<file path="config.mk">
export PLATFORM = sky130hd
export DESIGN_NAME = inst_mem_loader_flat
export DESIGN_NICKNAME = d
export VERILOG_FILES = /design/src/rtl/loader_pkg.sv /design/src/rtl/inst_mem_loader_if.sv /design/src/rtl/byte_packer.sv /design/src/rtl/inst_mem_loader.sv /design/src/flat_wrapper.sv
export SDC_FILE = /design/constraint.sdc
export NUM_CORES = 1
export LEC_CHECK = 0
export BUFFER_PORTS_ARGS = -buffer_cell sky130_fd_sc_hd__buf_2
export CAP_MARGIN = 20
export CORE_MARGIN = 5
export CORE_UTILIZATION = 55
export DETAILED_ROUTE_END_ITERATION = 12
export GPL_ROUTABILITY_DRIVEN = 0
export MAX_ROUTING_LAYER = met4
export PLACE_DENSITY = 0.77
export SYNTH_ARGS = -nofsm -noshare
export SYNTH_HDL_FRONTEND = slang
export SYNTH_SLANG_ARGS = --single-unit
</file>
<file path="constraint.sdc">
create_clock -name clk -period 3.7 [get_ports clk]
set_input_delay 0.37 -clock clk [delete_from_list [all_inputs] [get_ports clk]]
set_output_delay 0.37 -clock clk [all_outputs]
set_load 0.005 [all_outputs]
</file>
<file path="src/rtl/loader_pkg.sv">
// Shared types for the boot-time instruction-memory loader.
// Build option: LOADER_CHECKSUM_EN adds a trailing XOR checksum byte.
package loader_pkg;

  localparam int WORD_BYTES = 4;
  localparam int LEN_BYTES  = 2;
  localparam int LEN_W      = 8 * LEN_BYTES;

`ifdef LOADER_CHECKSUM_EN
  typedef enum logic [2:0] {
    S_LEN0,
    S_LEN1,
    S_DATA,
    S_CHK,
    S_DONE,
    S_ERR
  } state_t;

  localparam state_t S_TAIL = S_CHK;
`else
  typedef enum logic [2:0] {
    S_LEN0,
    S_LEN1,
    S_DATA,
    S_DONE,
    S_ERR
  } state_t;

  localparam state_t S_TAIL = S_DONE;
`endif

  function automatic logic accepts(state_t s);
    return !(s inside {S_DONE, S_ERR});
  endfunction

endpackage

</file>
<file path="src/rtl/inst_mem_loader_if.sv">
// Byte-stream input and instruction-memory write port of the loader.
// master = stream source / memory side, slave = loader.
interface inst_mem_loader_if #(
  parameter int ADDR_WIDTH = 8,
  parameter int DATA_WIDTH = 32
);

  logic                  rx_valid;
  logic [7:0]            rx_data;
  logic                  rx_ready;
  logic                  mem_we;
  logic [ADDR_WIDTH-1:0] mem_addr;
  logic [DATA_WIDTH-1:0] mem_wdata;

  modport master (
    output rx_valid,
    output rx_data,
    input  rx_ready,
    input  mem_we,
    input  mem_addr,
    input  mem_wdata
  );

  modport slave (
    input  rx_valid,
    input  rx_data,
    output rx_ready,
    output mem_we,
    output mem_addr,
    output mem_wdata
  );

endinterface

</file>
<file path="src/rtl/byte_packer.sv">
// Packs bytes little-endian into 32-bit words.
// word_valid pulses the cycle after the 4th byte of a word.
module byte_packer
  import loader_pkg::*;
(
  input  logic        clk,
  input  logic        rst_n,
  input  logic        clear,
  input  logic        byte_valid,
  input  logic [7:0]  byte_data,
  output logic        last_byte,
  output logic        word_valid,
  output logic [31:0] word
);

  logic [1:0]  cnt;
  logic [31:0] sr;

  assign last_byte = (cnt == 2'(WORD_BYTES - 1));

  always_ff @(posedge clk or negedge rst_n) begin
    if (!rst_n) begin
      cnt        <= '0;
      sr         <= '0;
      word_valid <= 1'b0;
      word       <= '0;
    end else begin
      word_valid <= 1'b0;
      if (clear) begin
        cnt <= '0;
      end else if (byte_valid) begin
        // shift right so the first byte lands in [7:0]
        sr  <= {byte_data, sr[31:8]};
        cnt <= cnt + 2'd1;
        if (last_byte) begin
          word_valid <= 1'b1;
          word       <= {byte_data, sr[31:8]};
        end
      end
    end
  end

endmodule

</file>
<file path="src/rtl/inst_mem_loader.sv">
// Boot loader: length-prefixed byte image -> sequential imem writes.
// Build option: LOADER_CHECKSUM_EN (trailing XOR checksum byte).
module inst_mem_loader
  import loader_pkg::*;
#(
  parameter int ADDR_WIDTH = 8,
  parameter int DATA_WIDTH = 32
) (
  input  logic               clk,
  input  logic               rst,
  inst_mem_loader_if.slave   bus,
  output logic               core_rst,
  output logic               load_done,
  output logic               load_err
);

  localparam int          CNT_W = ADDR_WIDTH + 1;
  localparam int unsigned CAP_N = 2 ** ADDR_WIDTH;

  state_t                  state;
  state_t                  state_nxt;
  logic [7:0]              len_lo;
  logic [LEN_W-1:0]        len_full;
  logic [CNT_W-1:0]        n_words;
  logic [CNT_W-1:0]        word_cnt;
  logic [CNT_W-1:0]        word_nxt;
  logic [ADDR_WIDTH-1:0]   addr_q;
  logic                    fire;
  logic                    pk_last;
  logic                    pk_valid;
  logic [31:0]             pk_word;
`ifdef LOADER_CHECKSUM_EN
  logic [7:0]              csum;
`endif

  assign fire     = bus.rx_valid && bus.rx_ready;
  assign len_full = {bus.rx_data, len_lo};
  assign word_nxt = word_cnt + CNT_W'(1);

  byte_packer u_packer (
    .clk        (clk),
    .rst_n      (rst),
    .clear      (state != S_DATA),
    .byte_valid (fire && (state == S_DATA)),
    .byte_data  (bus.rx_data),
    .last_byte  (pk_last),
    .word_valid (pk_valid),
    .word       (pk_word)
  );

  assign bus.mem_we    = pk_valid;
  assign bus.mem_addr  = addr_q;
  assign bus.mem_wdata = DATA_WIDTH'(pk_word);

  always_comb begin
    state_nxt = state;
    unique case (state)
      S_LEN0: begin
        if (fire) state_nxt = S_LEN1;
      end
      S_LEN1: begin
        if (fire) begin
          if (32'(len_full) > CAP_N) state_nxt = S_ERR;
          else if (len_full == '0)   state_nxt = S_TAIL;
          else                       state_nxt = S_DATA;
        end
      end
      S_DATA: begin
        if (fire && pk_last && (word_nxt == n_words))
          state_nxt = S_TAIL;
      end
`ifdef LOADER_CHECKSUM_EN
      S_CHK: begin
        if (fire)
          state_nxt = (bus.rx_data == csum) ? S_DONE : S_ERR;
      end
`endif
      default: ;
    endcase
  end

  always_ff @(posedge clk or negedge rst) begin
    if (!rst) begin
      state        <= S_LEN0;
      bus.rx_ready <= 1'b0;
      len_lo       <= '0;
      n_words      <= '0;
      word_cnt     <= '0;
      addr_q       <= '0;
      core_rst     <= 1'b1;
      load_done    <= 1'b0;
      load_err     <= 1'b0;
`ifdef LOADER_CHECKSUM_EN
      csum         <= '0;
`endif
    end else begin
      state        <= state_nxt;
      bus.rx_ready <= accepts(state_nxt);
      if (fire && (state == S_LEN0))
        len_lo <= bus.rx_data;
      if (fire && (state == S_LEN1))
        n_words <= CNT_W'(len_full);
      // address is latched with the 4th byte so it lines up with mem_we
      if (fire && (state == S_DATA) && pk_last) begin
        addr_q   <= word_cnt[ADDR_WIDTH-1:0];
        word_cnt <= word_nxt;
      end
      if (state == S_DONE) begin
        load_done <= 1'b1;
        core_rst  <= 1'b0;
      end
      if (state == S_ERR)
        load_err <= 1'b1;
`ifdef LOADER_CHECKSUM_EN
      if (fire)
        csum <= csum ^ bus.rx_data;
`endif
    end
  end

endmodule

</file>
<file path="src/flat_wrapper.sv">
// flat-port wrapper written by rule: the top's interface ports become plain ports
module inst_mem_loader_flat import loader_pkg::*;
#(
  parameter int ADDR_WIDTH = 8,
  parameter int DATA_WIDTH = 32
)
  (clk, rst, core_rst, load_done, load_err, bus_rx_valid, bus_rx_data, bus_rx_ready, bus_mem_we, bus_mem_addr, bus_mem_wdata);
  inst_mem_loader_if #(.ADDR_WIDTH(ADDR_WIDTH), .DATA_WIDTH(DATA_WIDTH)) bus_i ();
  input  logic clk;
  input  logic rst;
  output logic core_rst;
  output logic load_done;
  output logic load_err;
  input wire logic [$bits(bus_i.rx_valid)-1:0] bus_rx_valid;
  input wire logic [$bits(bus_i.rx_data)-1:0] bus_rx_data;
  output wire logic [$bits(bus_i.rx_ready)-1:0] bus_rx_ready;
  output wire logic [$bits(bus_i.mem_we)-1:0] bus_mem_we;
  output wire logic [$bits(bus_i.mem_addr)-1:0] bus_mem_addr;
  output wire logic [$bits(bus_i.mem_wdata)-1:0] bus_mem_wdata;
  assign bus_i.rx_valid = bus_rx_valid;
  assign bus_i.rx_data = bus_rx_data;
  assign bus_rx_ready = bus_i.rx_ready;
  assign bus_mem_we = bus_i.mem_we;
  assign bus_mem_addr = bus_i.mem_addr;
  assign bus_mem_wdata = bus_i.mem_wdata;
  inst_mem_loader #(.ADDR_WIDTH(ADDR_WIDTH), .DATA_WIDTH(DATA_WIDTH)) u_core (.clk(clk), .rst(rst), .bus(bus_i), .core_rst(core_rst), .load_done(load_done), .load_err(load_err));
endmodule
</file>
Word-level counts from Yosys, hierarchy flattened:

Index checks and enable logic that the tools add are counted.

* logic and storage cells: 51
* bits in registers: 108

* $lt $le $gt $ge: 1
* add/subtract/negate cells: 2
* eq/ne operators: 9
* bitwise operators: 1
* reductions and logical operators: 14
* multiplexer cells: 11

Operator list (count)
* > comparator 16 x 9 -> 1 bit (second input constant): 1
* zero test 16 bit: 1
* 2-to-1 mux 3 bit: 4
* adder 9 x 1 -> 9 bit (second input constant): 1
* equality test 3 x 2 -> 1 bit (second input constant): 3
* equality test 9 bit: 1
* one-hot mux 3 bit (3 select lines): 1
* logical AND 1 bit: 7
* equality test 3 bit (second input constant): 2
* 2-to-1 mux 1 bit: 4
* 2-to-1 mux 2 bit: 2
* nonzero test 2 bit: 2
* equality test 3 x 1 -> 1 bit (second input constant): 1
* zero test 3 bit: 1
* != test 3 x 2 -> 1 bit (second input constant): 1
* AND reduction 3 bit: 1
* adder 2 x 1 -> 2 bit (second input constant): 1
* equality test 2 bit (second input constant): 1
* AND reduction 2 bit: 1
* zero test 1 bit: 1
* NOT 1 bit: 1

Depth between registers and ports, before layout:

Gate-level depths: netlist of the first run.

* word-level depth: 8
* depth in mapped cells: 8
* mapped depth without buffers: 7

Cells and area by module:

Synthesis of the first run repeated with hierarchy kept, for this count alone.

* cells, all modules: 301
* area, all modules: 4384.2 um^2

Modules (own cells, without submodules)
* byte_packer: sequential area each 1476.4 um^2, cells an instance 129, times used 1, area each 2337.2 um^2
* inst_mem_loader: sequential area each 1027.2 um^2, cells an instance 172, times used 1, area each 2047.0 um^2

Least setup slack after synthesis of the first run:

OpenSTA, ideal clock, no wires.

* path kind: register to register
* start point: register u_core.word_cnt[0]
* end point: register u_core.bus.rx_ready
* period minus slack after synthesis: 1668 ps
* arrival time: 1588 ps
* cell stages (with the launch flop): 8
* data required time: 3621 ps
* path slack: 2032 ps
* cells stage by stage: dfrtp_1 ha_1 nand3_1 xnor2_1 nand4_1 nor4_1 a31o_2 mux2i_1

* word-level cells in the longest chain between the ends: 8

RTL lines
* start: declaration: line inst_mem_loader.sv:25 `logic [CNT_W-1:0] word_cnt;`
* start signal: assignment: line inst_mem_loader.sv:106 `word_cnt <= word_nxt;`
* adder 9 x 1 -> 9 bit (*): line inst_mem_loader.sv:38 `assign word_nxt = word_cnt + CNT_W'(1);`
* equality test 9 bit (*): line inst_mem_loader.sv:69 `if (fire && pk_last && (word_nxt == n_words))`
* logical AND 1 bit (*): line inst_mem_loader.sv:69
* 2-to-1 mux 3 bit (*): line inst_mem_loader.sv:69
* one-hot mux 3 bit (3 select lines) (*): line inst_mem_loader.sv:57 `unique case (state)`
* named net u_core.state_nxt[0]: line inst_mem_loader.sv:21 `state_t state_nxt;`
* equality test 3 x 2 -> 1 bit / equality test 3 bit (equally long branches): line loader_pkg.sv:33 `return !(s inside {S_DONE, S_ERR});`
* nonzero test 2 bit (*): line loader_pkg.sv:33
* zero test 1 bit (*): line loader_pkg.sv:33
* end signal: assignment: line inst_mem_loader.sv:98 `bus.rx_ready <= accepts(state_nxt);`
* end: declaration: line inst_mem_loader_if.sv:27 `output rx_ready,`

Mark *: on every way through the listed nets, which the timed path passes. The rest lies on a longest branch.
A chain may end at the register's enable or synchronous reset.

Worst setup path after layout of the first run:

* start point: register u_core.state[0]
* end point: register u_core.bus.rx_ready

* word-level cells in the longest chain between the ends: 5

RTL lines
* start: declaration: line inst_mem_loader.sv:20 `state_t state;`
* start signal: assignment: line inst_mem_loader.sv:97 `state <= state_nxt;`
* equality test 3 x 2 -> 1 bit, or another cell as far along: line inst_mem_loader.sv:57
* one-hot mux 3 bit (3 select lines) (*): line inst_mem_loader.sv:57
* named net u_core.state_nxt[0]: line inst_mem_loader.sv:21
* equality test 3 x 2 -> 1 bit / equality test 3 bit (equally long branches): line loader_pkg.sv:33
* nonzero test 2 bit (*): line loader_pkg.sv:33
* zero test 1 bit (*): line loader_pkg.sv:33

Marked as above.

==> key figures, run 1 <==
Setup path
  • Worst Setup End Kind: flop
  • Worst path cell trace: nor2b_1 > nand2_1 > nor2_1 > a21oi_1 > a31o_2 > mux2i_1
  • Worst EP required: approximately 3.9 ns
  • Register-to-register setup slack: ~1.5 ns
  • R2R Path End: u_core.bus.rx_ready$_DFF_PN0_
  • Startpoint type of the worst setup path: flop
  • CP Data Arrival Time: roughly 2.4 ns
  • R2r worst-path depth: 6
  • Max stage delay on crit path: between 0.6 and 0.7 ns
  • Sum of buffers and inverters on the critical path: 0
  • Crit path kind: reg2reg
  • Slowest CP cell: nor2_1
  • FF-to-FF Start: u_core.state[0]$_DFF_PN0_
  • CP delay by family, top: simple AND/OR/NAND/NOR gates
  • Worst-path fanout max: 11

Floorplan
  • Boundary Pins: 56
  • FP Rows: 31
  • Die X: between 90 and 100 um
  • Core area: 7290 um^2
  • Die footprint: ~9300 um^2
  • Initial core utilization: 0.566
  • Die height: slightly below 100 um

Timing
  • RSZ-0062 raised after global routing: no
  • # setup viols final: 0
  • Final hold violations: 0
  • Worst Tran Pin Value: roughly 1 ns
  • Period utilization: 0.589
  • Final setup TNS: 0 ns
  • Fin crit period: around 2.2 ns
  • Clk_skew: just under 0.009 ns
  • Slew margin rel.: 0.343
  • Hold_ws: 0.103 ns
  • Slew Limit Fails: 0
  • Max Fclk: about 460 MHz

Synth
  • Syn_area_per_cell: between 10 and 15 um^2
  • Syn_nets: 382
  • Mapped Cells: around 370
  • #FFs+latches synth: 100
  • Ys Warns: 0
  • Seq/Total Area, Yosys: 0.607
  • Cell variety after synth: 36
  • Mapped Area: between 4000 and 5000 um^2

Power
  • Combinational Power Share: 0.124
  • Sw Ratio: 0.254
  • Net switching power: 595 uW
  • Pleak: roughly 2.5 nW
  • Seq pwr share: 0.558
  • Pwr/cell area: 500 nW/um^2
  • Internal: about 1.7 mW
  • Clock power share: 0.318
  • Max IR drop VDD: approximately 0.30 mV

Job
  • Max_cap viols: 0

Placed design
  • Post-DP HPWL: between 5000 and 6000 um
  • Port bufs: 55

Clocking
  • Worst-skew pair later-pin latency: around 0.35 ns
  • TritonCTS Buffers: 9
  • Sink Count: 100
  • Postcts setup bufs: 0
  • Max Buffers Root-to-Sink: 2
  • Post-CTS Resized: 0
  • Clock slew seen by the registers of the worst setup and hold paths: 0.09 ns
  • # H-tree levels: 3
  • CTS tree: done
  • CTS Root Cell: clkbuf_8
  • Hold Buf Count CTS: 0

GRT
  • First-pass GRT wire length: roughly 13000 um
  • Initial antenna violation count: 0
  • Grt met3 use: 0.0360
  • Met1 global-route usage: 0.236
  • Vias in the first global route: roughly 2700
  • GRT overflow: 0
  • Most Crowded Layer GR: met2
  • Gr usage total: 0.177
  • GR met2 Demand/Resource: 0.270
  • Largest net degree at the start of global routing: 69

Finish
  • Syn-to-layout area delta: 13.3%
  • Fin nets: approximately 430
  • Layout cells sized above 1: 0.296
  • Antenna diodes: 0
  • Layout Utilization: 0.641

Route
  • Drt wl/cell: between 10 and 15 um
  • WL final: approximately 7500 um
  • Total number of vias: about 2700
  • Antenna Nets Post-Route: 0
  • # DRC: 0
  • 1st-iter DRT viols: 128
  • Via/cell ratio: roughly 5.1
  • First-pass DRT Iterations: 4

Min path
  • Worst hold path type: in2async

Status
  • Status: finished clean
## state kept, by name (all words and copies together), names as in the netlist
register	cells
u_core.len_lo	8
u_core.n_words	9
u_core.load_done	1
u_core.u_packer.word_valid	1
u_core.load_err	1
u_core.bus.mem_addr	8
u_core.state	3
u_core.bus.rx_ready	1
u_core.core_rst	1
u_core.u_packer.sr	24
u_core.word_cnt	9
u_core.u_packer.word	32
u_core.u_packer.cnt	2
## routing by layer
metal / share of wire / wire length, um
met3: 0.032 / 239
met4: 0.011 / 85
met5: 0 / 0
met2: 0.48 / 3630
met1: 0.47 / 3570
## worst max path at each step
stage,slack (ns),cells past startpoint,endpoint,start
floorplan,2.03,7,u_core.bus.rx_ready$_DFF_PN0_,u_core.word_cnt[0]$_DFFE_PN0P_
global placement,1.65,6,u_core.bus.rx_ready$_DFF_PN0_,u_core.state[0]$_DFF_PN0_
detailed placement,1.56,6,u_core.bus.rx_ready$_DFF_PN0_,u_core.state[0]$_DFF_PN0_
CTS,1.53,6,u_core.bus.rx_ready$_DFF_PN0_,u_core.state[0]$_DFF_PN0_
global route,1.41,6,u_core.bus.rx_ready$_DFF_PN0_,u_core.state[0]$_DFF_PN0_
finish,1.52,6,u_core.bus.rx_ready$_DFF_PN0_,u_core.state[0]$_DFF_PN0_
## layout by cell type (no fill, tap or decap)
master,Yosys,layout
nand2_1,137,137
dfrtp_1,99,99
buf_2,6,54
mux2_2,41,41
xnor2_1,13,13
nor2_1,10,10
xor2_1,10,10
clkbuf_8,0,9
a21oi_1,5,5
nor4_1,4,4
a21o_1,4,4
buf_4,1,4
nor3_1,3,3
a31o_2,2,2
nand3_2,2,2
mux2i_1,2,2
a31oi_1,2,2
ha_1,2,2
bufinv_16,0,2
clkinv_2,0,2
nor2b_1,1,1
and2_1,1,1
and3_4,1,1
o32ai_1,1,1
nand3_4,1,1
nor2_4,1,1
nor2_2,1,1
nor3b_2,1,1
inv_2,1,1
nand3_1,1,1
nand4_1,1,1
or3_1,1,1
nor4_4,1,1
a21boi_0,1,1
clkbuf_1,7,1
inv_6,0,1
clkinvlp_4,0,1
dfstp_2,1,1
## power by group through the flow
stage	combinational [mW]	clock, mW	sequential (mW)
after floorplan	0.255	0	1.27
after global placement	0.282	0	1.32
after detailed placement	0.290	0	1.32
after CTS	0.296	0.758	1.30
after global routing	0.325	0.809	1.32
final	0.291	0.744	1.30
## stage by stage
stage	instances	worst slack, ns	instance area [um^2]	total power, mW
final	524	1.52	4680	2.34
after global routing	524	1.41	4680	2.45
after CTS	524	1.53	4680	2.36
after detailed placement	508	1.56	4460	1.61
after global placement	508	1.65	4460	1.60
after floorplan	369	2.03	4130	1.53
## kinds of logic after synthesis
logic type | after synthesis | share of synthesized area
adder cells (fa/ha/maj) | 2 | 0.00606
AND/OR/NAND/NOR | 167 | 0.175
buffers and inverters | 19 | 0.0221
AO/OA/AOI/OAI | 15 | 0.0246
XOR/XNOR | 23 | 0.0488
flip-flops | 100 | 0.607
multiplexers | 43 | 0.117
## cell type report
class / instances / area (um^2)
fill: 649 / 2620
clock buffer: 10 / 128
clock inverter: 6 / 86.3
timing repair buffer: 58 / 300
sequential: 100 / 2500
multi-input combinational: 250 / 1530
inverter: 1 / 3.75
tap: 99 / 124
## synthesized netlist by cell type, drive strengths merged
| master | instances | area [um^2] |
|---|---|---|
| nor2 | 12 | 55.1 |
| xnor2 | 13 | 114 |
| dfrtp | 99 | 2480 |
| dfstp | 1 | 26.3 |
| nand4 | 1 | 6.26 |
| nand2 | 137 | 514 |
| ha | 2 | 25.0 |
| and3 | 1 | 11.3 |
| xor2 | 10 | 87.6 |
| nor2b | 1 | 6.26 |
| clkbuf | 8 | 31.3 |
| or3 | 1 | 6.26 |
| and2 | 1 | 6.26 |
| mux2 | 41 | 462 |
| nor3 | 3 | 15.0 |
| a21o | 4 | 30.0 |
| a31oi | 2 | 12.5 |
| a21oi | 5 | 25.0 |
| inv | 1 | 3.75 |
| o32ai | 1 | 8.76 |
| a31o | 2 | 17.5 |
| nand3 | 4 | 42.5 |
| nor3b | 1 | 12.5 |
| mux2i | 2 | 20.0 |
| a21boi | 1 | 7.51 |
| buf | 10 | 56.3 |
| nor4 | 5 | 46.3 |
Note: power is estimated with default switching activity, not from simulation.
==> run 2: changes to the inputs <==
Settings changed: CORE_UTILIZATION 55 to 51, PLACE_DENSITY 0.77 to 0.75.
Clock period 3.7 ns to 1.8 ns, I/O delays scaled along.
==> run 2 against run 1 <==
Effect of this change:
- clock-buffer cell count unchanged
- combinational power up 140%
- final area up 3.7%
- hold slack worse by 0.046 ns
- critical endpoint unchanged
==> key figures, run 2 (synthesis gave the netlist of run 1 again) <==
Clocking
  • Sink Count: 100 (unchanged)
  • # H-tree levels: 3 (unchanged)
  • CTS tree: done
  • Clock slew seen by the registers of the worst setup and hold paths: 0.09 ns (about the same)
  • TritonCTS Buffers: 9 (unchanged)
  • CTS Root Cell: clkbuf_8
  • Postcts setup bufs: 0 (unchanged)
  • Worst-skew pair later-pin latency: 0.36 ns (about the same)
  • Max Buffers Root-to-Sink: 2 (unchanged)

Placed design
  • Post-DP HPWL: 5600 um (+12%)
  • Cell Area, Placed: 4640 um^2 (+4.0%)
  • Dpl cells: 529 (+4.1%)
  • Port bufs: 55 (unchanged)

Route
  • # DRC: 0 (unchanged)
  • Antenna Nets Post-Route: 0 (unchanged)
  • Via/cell ratio: 5.09 (-0.77%)
  • 1st-iter DRT viols: 87 (-32%)
  • Drt wl/cell: 14.6 um (+1.9%)
  • Total number of vias: 2768 (+3.0%)
  • First-pass DRT Iterations: 4 (unchanged)
  • WL final: 7960 um (+5.8%)

Floorplan
  • Initial core utilization: 0.529 (-0.0374)
  • Core area: 7810 um^2 (+7.1%)
  • Die footprint: 9990 um^2 (+7.0%)
  • Boundary Pins: 56 (unchanged)
  • Die height: 100 um (+3.5%)
  • FP Rows: 32 (+3.2%)
  • Die X: 100 um (+3.5%)

Setup path
  • Worst EP required: 2.09 ns (-1.85 ns)
  • CP delay by family, top: simple AND/OR/NAND/NOR gates
  • Worst-path fanout max: 3 (-8)
  • Crit path kind: reg2reg
  • CP Data Arrival Time: 2.00 ns (-0.42 ns)
  • Register-to-register setup slack: 0.09 ns (-1.43 ns)
  • Sum of buffers and inverters on the critical path: 0 (unchanged)
  • Worst Setup End Kind: flop
  • Slowest CP cell: dfrtp_1
  • Worst path cell trace: nor4_2 > nand2_1 > or3_1 > a21oi_1 > a31o_2 > mux2i_1
  • Startpoint type of the worst setup path: flop
  • Max stage delay on crit path: 0.41 ns (-0.23 ns)

Finish
  • Fillers: 644 (-0.77%)
  • Commonest non-fill, non-tap cell in the layout: nand2_1
  • Commonest cells after routing, fill and taps aside: nand2_1 (137), dfrtp_1 (98), buf_2 (54)
  • Syn-to-layout area delta: 17.6%
  • Largest register FFs: 32 (unchanged)
  • Antenna diodes: 0 (unchanged)
  • Layout cells sized above 1: 0.337 (+0.0406)
  • Layout Utilization: 0.621 (-0.0199)
  • Top reg by flops: u_core.u_packer.word
  • Layout Cells excl Fill: 544 (+3.8%)
  • Post-route cell area: 4850 um^2 (+3.7%)
  • Biggest regs: u_core.u_packer.word: 32 flops, u_core.u_packer.sr: 24 flops
  • Fin nets: 452 (+4.4%)

Timing
  • Max Fclk: 584 MHz (+27%)
  • Worst Tran Pin Value: 0.537 ns (-0.446 ns)
  • # setup viols final: 0 (unchanged)
  • Period utilization: 0.952 (+0.363)
  • Final hold violations: 0 (unchanged)
  • Fin crit period: 1.71 ns (-0.465 ns)
  • Slew Limit Fails: 0 (unchanged)
  • RSZ-0062 raised after global routing: yes
  • Slew margin rel.: 0.642 (+0.299)
  • Clk_skew: 0.00755 ns (-0.00132 ns)

Power
  • Max IR drop VDD: 0.588 mV (+94%)
  • Pwr/cell area: 958 nW/um^2 (+92%)
  • Pleak: 2.62 nW (+3.4%)

GRT
  • First-pass GRT wire length: 13600 um (+2.3%)
  • Vias in the first global route: 2772 (+1.5%)
  • Gr usage total: 0.178 (+0.000621)
  • GRT overflow: 0 (unchanged)
  • Initial antenna violation count: 0 (unchanged)
  • Largest net degree at the start of global routing: 41 (-41%)

Min path
  • Worst hold path type: in2reg

Status
  • Status: finished clean

Job
  • Max_cap viols: 0 (unchanged)
-- run 2: cell count changes in the layout (fill, tap and decap cells not counted), sizes merged --
cell	delta
buf	+18
bufinv	-2
dlygate4sd3	+1
-- run 2: metal layers --
layer | vias to the layer above | routed length (um) | GRT usage
met5 | - | 0 | -
met1 | 1372 | 3720 | 0.234
met2 | 54 | 3750 | 0.271
met4 | 0 | 133 | 0.0630
li1 | 1330 | - | -
met3 | 12 | 355 | 0.0438
-- run 2: area by class of cell --
cell class              count  area [um^2]  share of cell area
inverters                   1         3.75            0.000774
repair buffers             77          487               0.100
clock inverters             4         26.3             0.00542
multi-input cells         250         1570               0.323
clock buffers              10          138              0.0284
flip-flops and latches    100         2500               0.516
well taps                 102          128              0.0263
-- run 2: metrics by stage --
stage / TNS [ns] / hold slack [ns] / setup slack [ns] / total power, mW
2_1_floorplan: 0 / -0.116 / 0.132 / 3.14
3_3_place_gp: 0 / 0.194 / 0.0589 / 3.36
3_5_place_dp: -0.00938 / 0.195 / -0.00938 / 3.40
4_1_cts: 0 / 0.0465 / 0.0403 / 4.66
5_1_grt: -0.0655 / 0.0493 / -0.0655 / 4.87
6_report: 0 / 0.0570 / 0.0864 / 4.65
-- run 2: what timing repair did --
action	in CTS	in global routing
cloned	0	0
gates resized for setup	1	7
endpoints found under the hold margin	37	0
setup endpoints to repair	1	26
hold buffers	1	0
-- run 2: path summary, 6_finish.rpt --
kind	to	start	depth (start not counted)
max	u_core.bus.rx_ready$_DFF_PN0_	u_core.len_lo[1]$_DFFE_PN0P_	6
min	u_core.u_packer.word[28]$_DFFE_PN0P_	bus_rx_data[4]	3
max reg2reg	u_core.bus.rx_ready$_DFF_PN0_	u_core.len_lo[1]$_DFFE_PN0P_	6
min reg2reg	u_core.load_done$_DFFE_PN0N_	u_core.load_done$_DFFE_PN0N_	1
max in group asynchronous	u_core.word_cnt[2]$_DFFE_PN0P_	rst	3
min in group asynchronous	u_core.u_packer.word[15]$_DFFE_PN0P_	rst	2
-- run 2: report_power, final --
part / internal [mW] / leakage [nW] / switching [mW]
sequential: 2.47 / 1.35 / 0.216
combinational: 0.397 / 1.19 / 0.307
clock: 0.525 / 0.0844 / 0.734
-- run 2: worst reg2reg max path, cell delays in order (launching register included) --
cell and delay, ns:
dfrtp_1 0.41, nor4_2 0.33, nand2_1 0.12, or3_1 0.31, a21oi_1 0.16, a31o_2 0.14, mux2i_1 0.17
==> run 3: changes to the inputs <==
Settings changed: MAX_ROUTING_LAYER met4 to unset.
==> run 3 against run 2 <==
Effect of this change:
- non-clock buffer count is the same
- core utilization is the same
- wire length shrank 0.57%
- combinational power is essentially flat
- clock power is essentially flat
- die area is the same
- first-iteration DRC count shrank 31%
- setup slack gained 0.0016 ns
==> key figures, run 3 (synthesis gave the netlist of run 1 again) <==
Status
  • Status: finished clean

Route
  • WL final: 7920 um (-0.57%)
  • M1 WL: 3710 um (-0.38%)
  • Wire length on met2: 3740 um (-0.40%)
  • Antenna Nets Post-Route: 0 (unchanged)
  • Top layer in use: met4
  • # DRC: 0 (unchanged)
  • Drt wl/cell: 14.6 um (-0.57%)
  • Met3 routed wirelength: 340 um (-4.2%)
  • Via/cell ratio: 5.08 (-0.14%)
  • First-pass DRT Iterations: 4 (unchanged)
  • Total number of vias: 2764 (-0.14%)
  • 1st-iter DRT viols: 60 (-31%)

Finish
  • Layout cells sized above 1: 0.337 (unchanged)
  • Top reg by flops: u_core.u_packer.word
  • Biggest regs: u_core.u_packer.word: 32 flops, u_core.u_packer.sr: 24 flops
  • Commonest non-fill, non-tap cell in the layout: nand2_1
  • Largest register FFs: 32 (unchanged)
  • Antenna diodes: 0 (unchanged)
  • Syn-to-layout area delta: 17.6% (unchanged)
  • Commonest cells after routing, fill and taps aside: nand2_1 (137), dfrtp_1 (98), buf_2 (54)
  • Fin nets: 452 (unchanged)

Floorplan
  • Core area: 7810 um^2 (unchanged)
  • Die footprint: 9990 um^2 (unchanged)
  • Initial core utilization: 0.529 (unchanged)
  • Die X: 100 um (unchanged)
  • Boundary Pins: 56 (unchanged)
  • Die height: 100 um (unchanged)
  • FP Rows: 32 (unchanged)

Power
  • Seq pwr share: 0.578 (about the same)
  • Max IR drop VDD: 0.589 mV (+0.13%)
  • Internal: 3.39 mW (about the same)
  • Clock power share: 0.270 (about the same)
  • Sw Ratio: 0.270 (-0.000582)
  • Net switching power: 1.25 mW (-0.30%)
  • Pleak: 2.62 nW (unchanged)
  • Pwr/cell area: 957 nW/um^2 (about the same)
  • Combinational Power Share: 0.152 (about the same)

Clocking
  • # H-tree levels: 3 (unchanged)
  • Clock slew seen by the registers of the worst setup and hold paths: 0.09 ns (about the same)
  • CTS Root Cell: clkbuf_8
  • TritonCTS Buffers: 9 (unchanged)
  • Max Buffers Root-to-Sink: 2 (unchanged)
  • Sink Count: 100 (unchanged)
  • CTS tree: done
  • Worst-skew pair later-pin latency: 0.36 ns (about the same)

Timing
  • Hold_ws: 0.0547 ns (-0.00230 ns)
  • # setup viols final: 0 (unchanged)
  • Worst Tran Pin Value: 0.530 ns (-0.00771 ns)
  • Slew Limit Fails: 0 (unchanged)
  • Fin crit period: 1.71 ns (-0.00160 ns)
  • Period utilization: 0.951 (about the same)
  • Slew margin rel.: 0.647 (+0.00514)
  • Final worst setup slack: 0.0880 ns (+0.00160 ns)
  • Final hold violations: 0 (unchanged)
  • RSZ-0062 raised after global routing: yes
  • Clk_skew: 0.00613 ns (-0.00142 ns)
  • Max Fclk: 584 MHz (about the same)

GRT
  • Vias in the first global route: 2773 (+0.036%)
  • GRT overflow: 0 (unchanged)
  • First-pass GRT wire length: 13500 um (-0.15%)
  • Initial antenna violation count: 0 (unchanged)
  • Gr usage total: 0.173 (-0.00533)
  • Largest net degree at the start of global routing: 41 (unchanged)

Setup path
  • Crit path kind: reg2reg
  • Worst Setup End Kind: flop
  • Worst Setup SP: u_core.len_lo[1]$_DFFE_PN0P_
  • Worst EP required: 2.09 ns (about the same)
  • CP Data Arrival Time: 2.00 ns (about the same)
  • FF-to-FF Start: u_core.len_lo[1]$_DFFE_PN0P_
  • Worst-path fanout max: 3 (unchanged)
  • Crit path to: u_core.bus.rx_ready$_DFF_PN0_
  • R2r worst-path depth: 6 (unchanged)
  • Startpoint type of the worst setup path: flop
  • R2R Path End: u_core.bus.rx_ready$_DFF_PN0_
  • Register-to-register setup slack: 0.09 ns (about the same)

Min path
  • Worst hold path type: in2reg

Placed design
  • Port bufs: 55 (unchanged)
  • Post-DP HPWL: 5600 um (unchanged)
  • Place WS: -0.00938 ns (unchanged)

Job
  • Max_cap viols: 0 (unchanged)
==> run 3: cell counts in the layout (fill, tap and decap cells not counted) <==
Identical to the previous run, type by type.
==> run 3: cell type report <==
cell class	instances	area [um^2]
Inverter	1	3.75
Multi-Input combinational cell	250	1570
Clock buffer	10	138
Fill cell	644	2960
Tap cell	102	128
Clock inverter	4	26.3
Sequential cell	100	2500
Timing Repair Buffer	77	487
==> run 3: layer usage <==
metal	up-vias	GRT usage
met3	12	0.0438
met5	-	0
met1	1372	0.233
met2	50	0.272
li1	1330	-
met4	0	0.0630
==> run 3: how the worst min path moves through the flow <==
stage / cells after the start / slack, ns / to / from
2_1_floorplan: 0 / -0.12 / u_core.bus.mem_addr[0]$_DFFE_PN0P_ / rst
3_3_place_gp: 1 / 0.19 / u_core.u_packer.word[15]$_DFFE_PN0P_ / rst
3_5_place_dp: 1 / 0.20 / u_core.u_packer.word_valid$_DFF_PN0_ / rst
4_1_cts: 3 / 0.05 / u_core.u_packer.word[30]$_DFFE_PN0P_ / bus_rx_data[6]
5_1_grt: 3 / 0.05 / u_core.u_packer.word[29]$_DFFE_PN0P_ / bus_rx_data[5]
6_report: 3 / 0.05 / u_core.u_packer.word[28]$_DFFE_PN0P_ / bus_rx_data[4]
==> run 3: through the flow <==
step | area (um^2) | utilization | TNS (ns) | instances | total power [mW]
2_1_floorplan | 4130 | - | 0 | 369 | 3.14
3_3_place_gp | 4640 | 0.594 | 0 | 529 | 3.36
3_5_place_dp | 4640 | 0.594 | -0.00938 | 529 | 3.40
4_1_cts | 4820 | 0.617 | 0 | 544 | 4.66
5_1_grt | 4850 | 0.621 | -0.0655 | 544 | 4.87
6_report | 4850 | 0.621 | 0 | 544 | 4.64
==> run 3: repair_timing <==
item                                    in CTS  in global routing
endpoints found under the hold margin       37                  0
resized for setup                            1                  7
endpoints found under the setup margin       1                 26
buffers inserted                             0                  0
hold buffers                                 1                  0
==> run 3: worst max-delay path, cell delays in order (launching register included) <==
cell     delay (ns)
dfrtp_1        0.42
nor4_2         0.32
nand2_1        0.12
or3_1          0.31
a21oi_1        0.16
a31o_2         0.14
mux2i_1        0.17
==> run 3: power groups by stage <==
| stage | registers (mW) | logic, mW | clock network [mW] |
|---|---|---|---|
| 2_1_floorplan | 2.62 | 0.524 | 0 |
| 3_3_place_gp | 2.70 | 0.666 | 0 |
| 3_5_place_dp | 2.71 | 0.693 | 0 |
| 4_1_cts | 2.67 | 0.699 | 1.29 |
| 5_1_grt | 2.71 | 0.776 | 1.39 |
| 6_report | 2.68 | 0.704 | 1.26 |
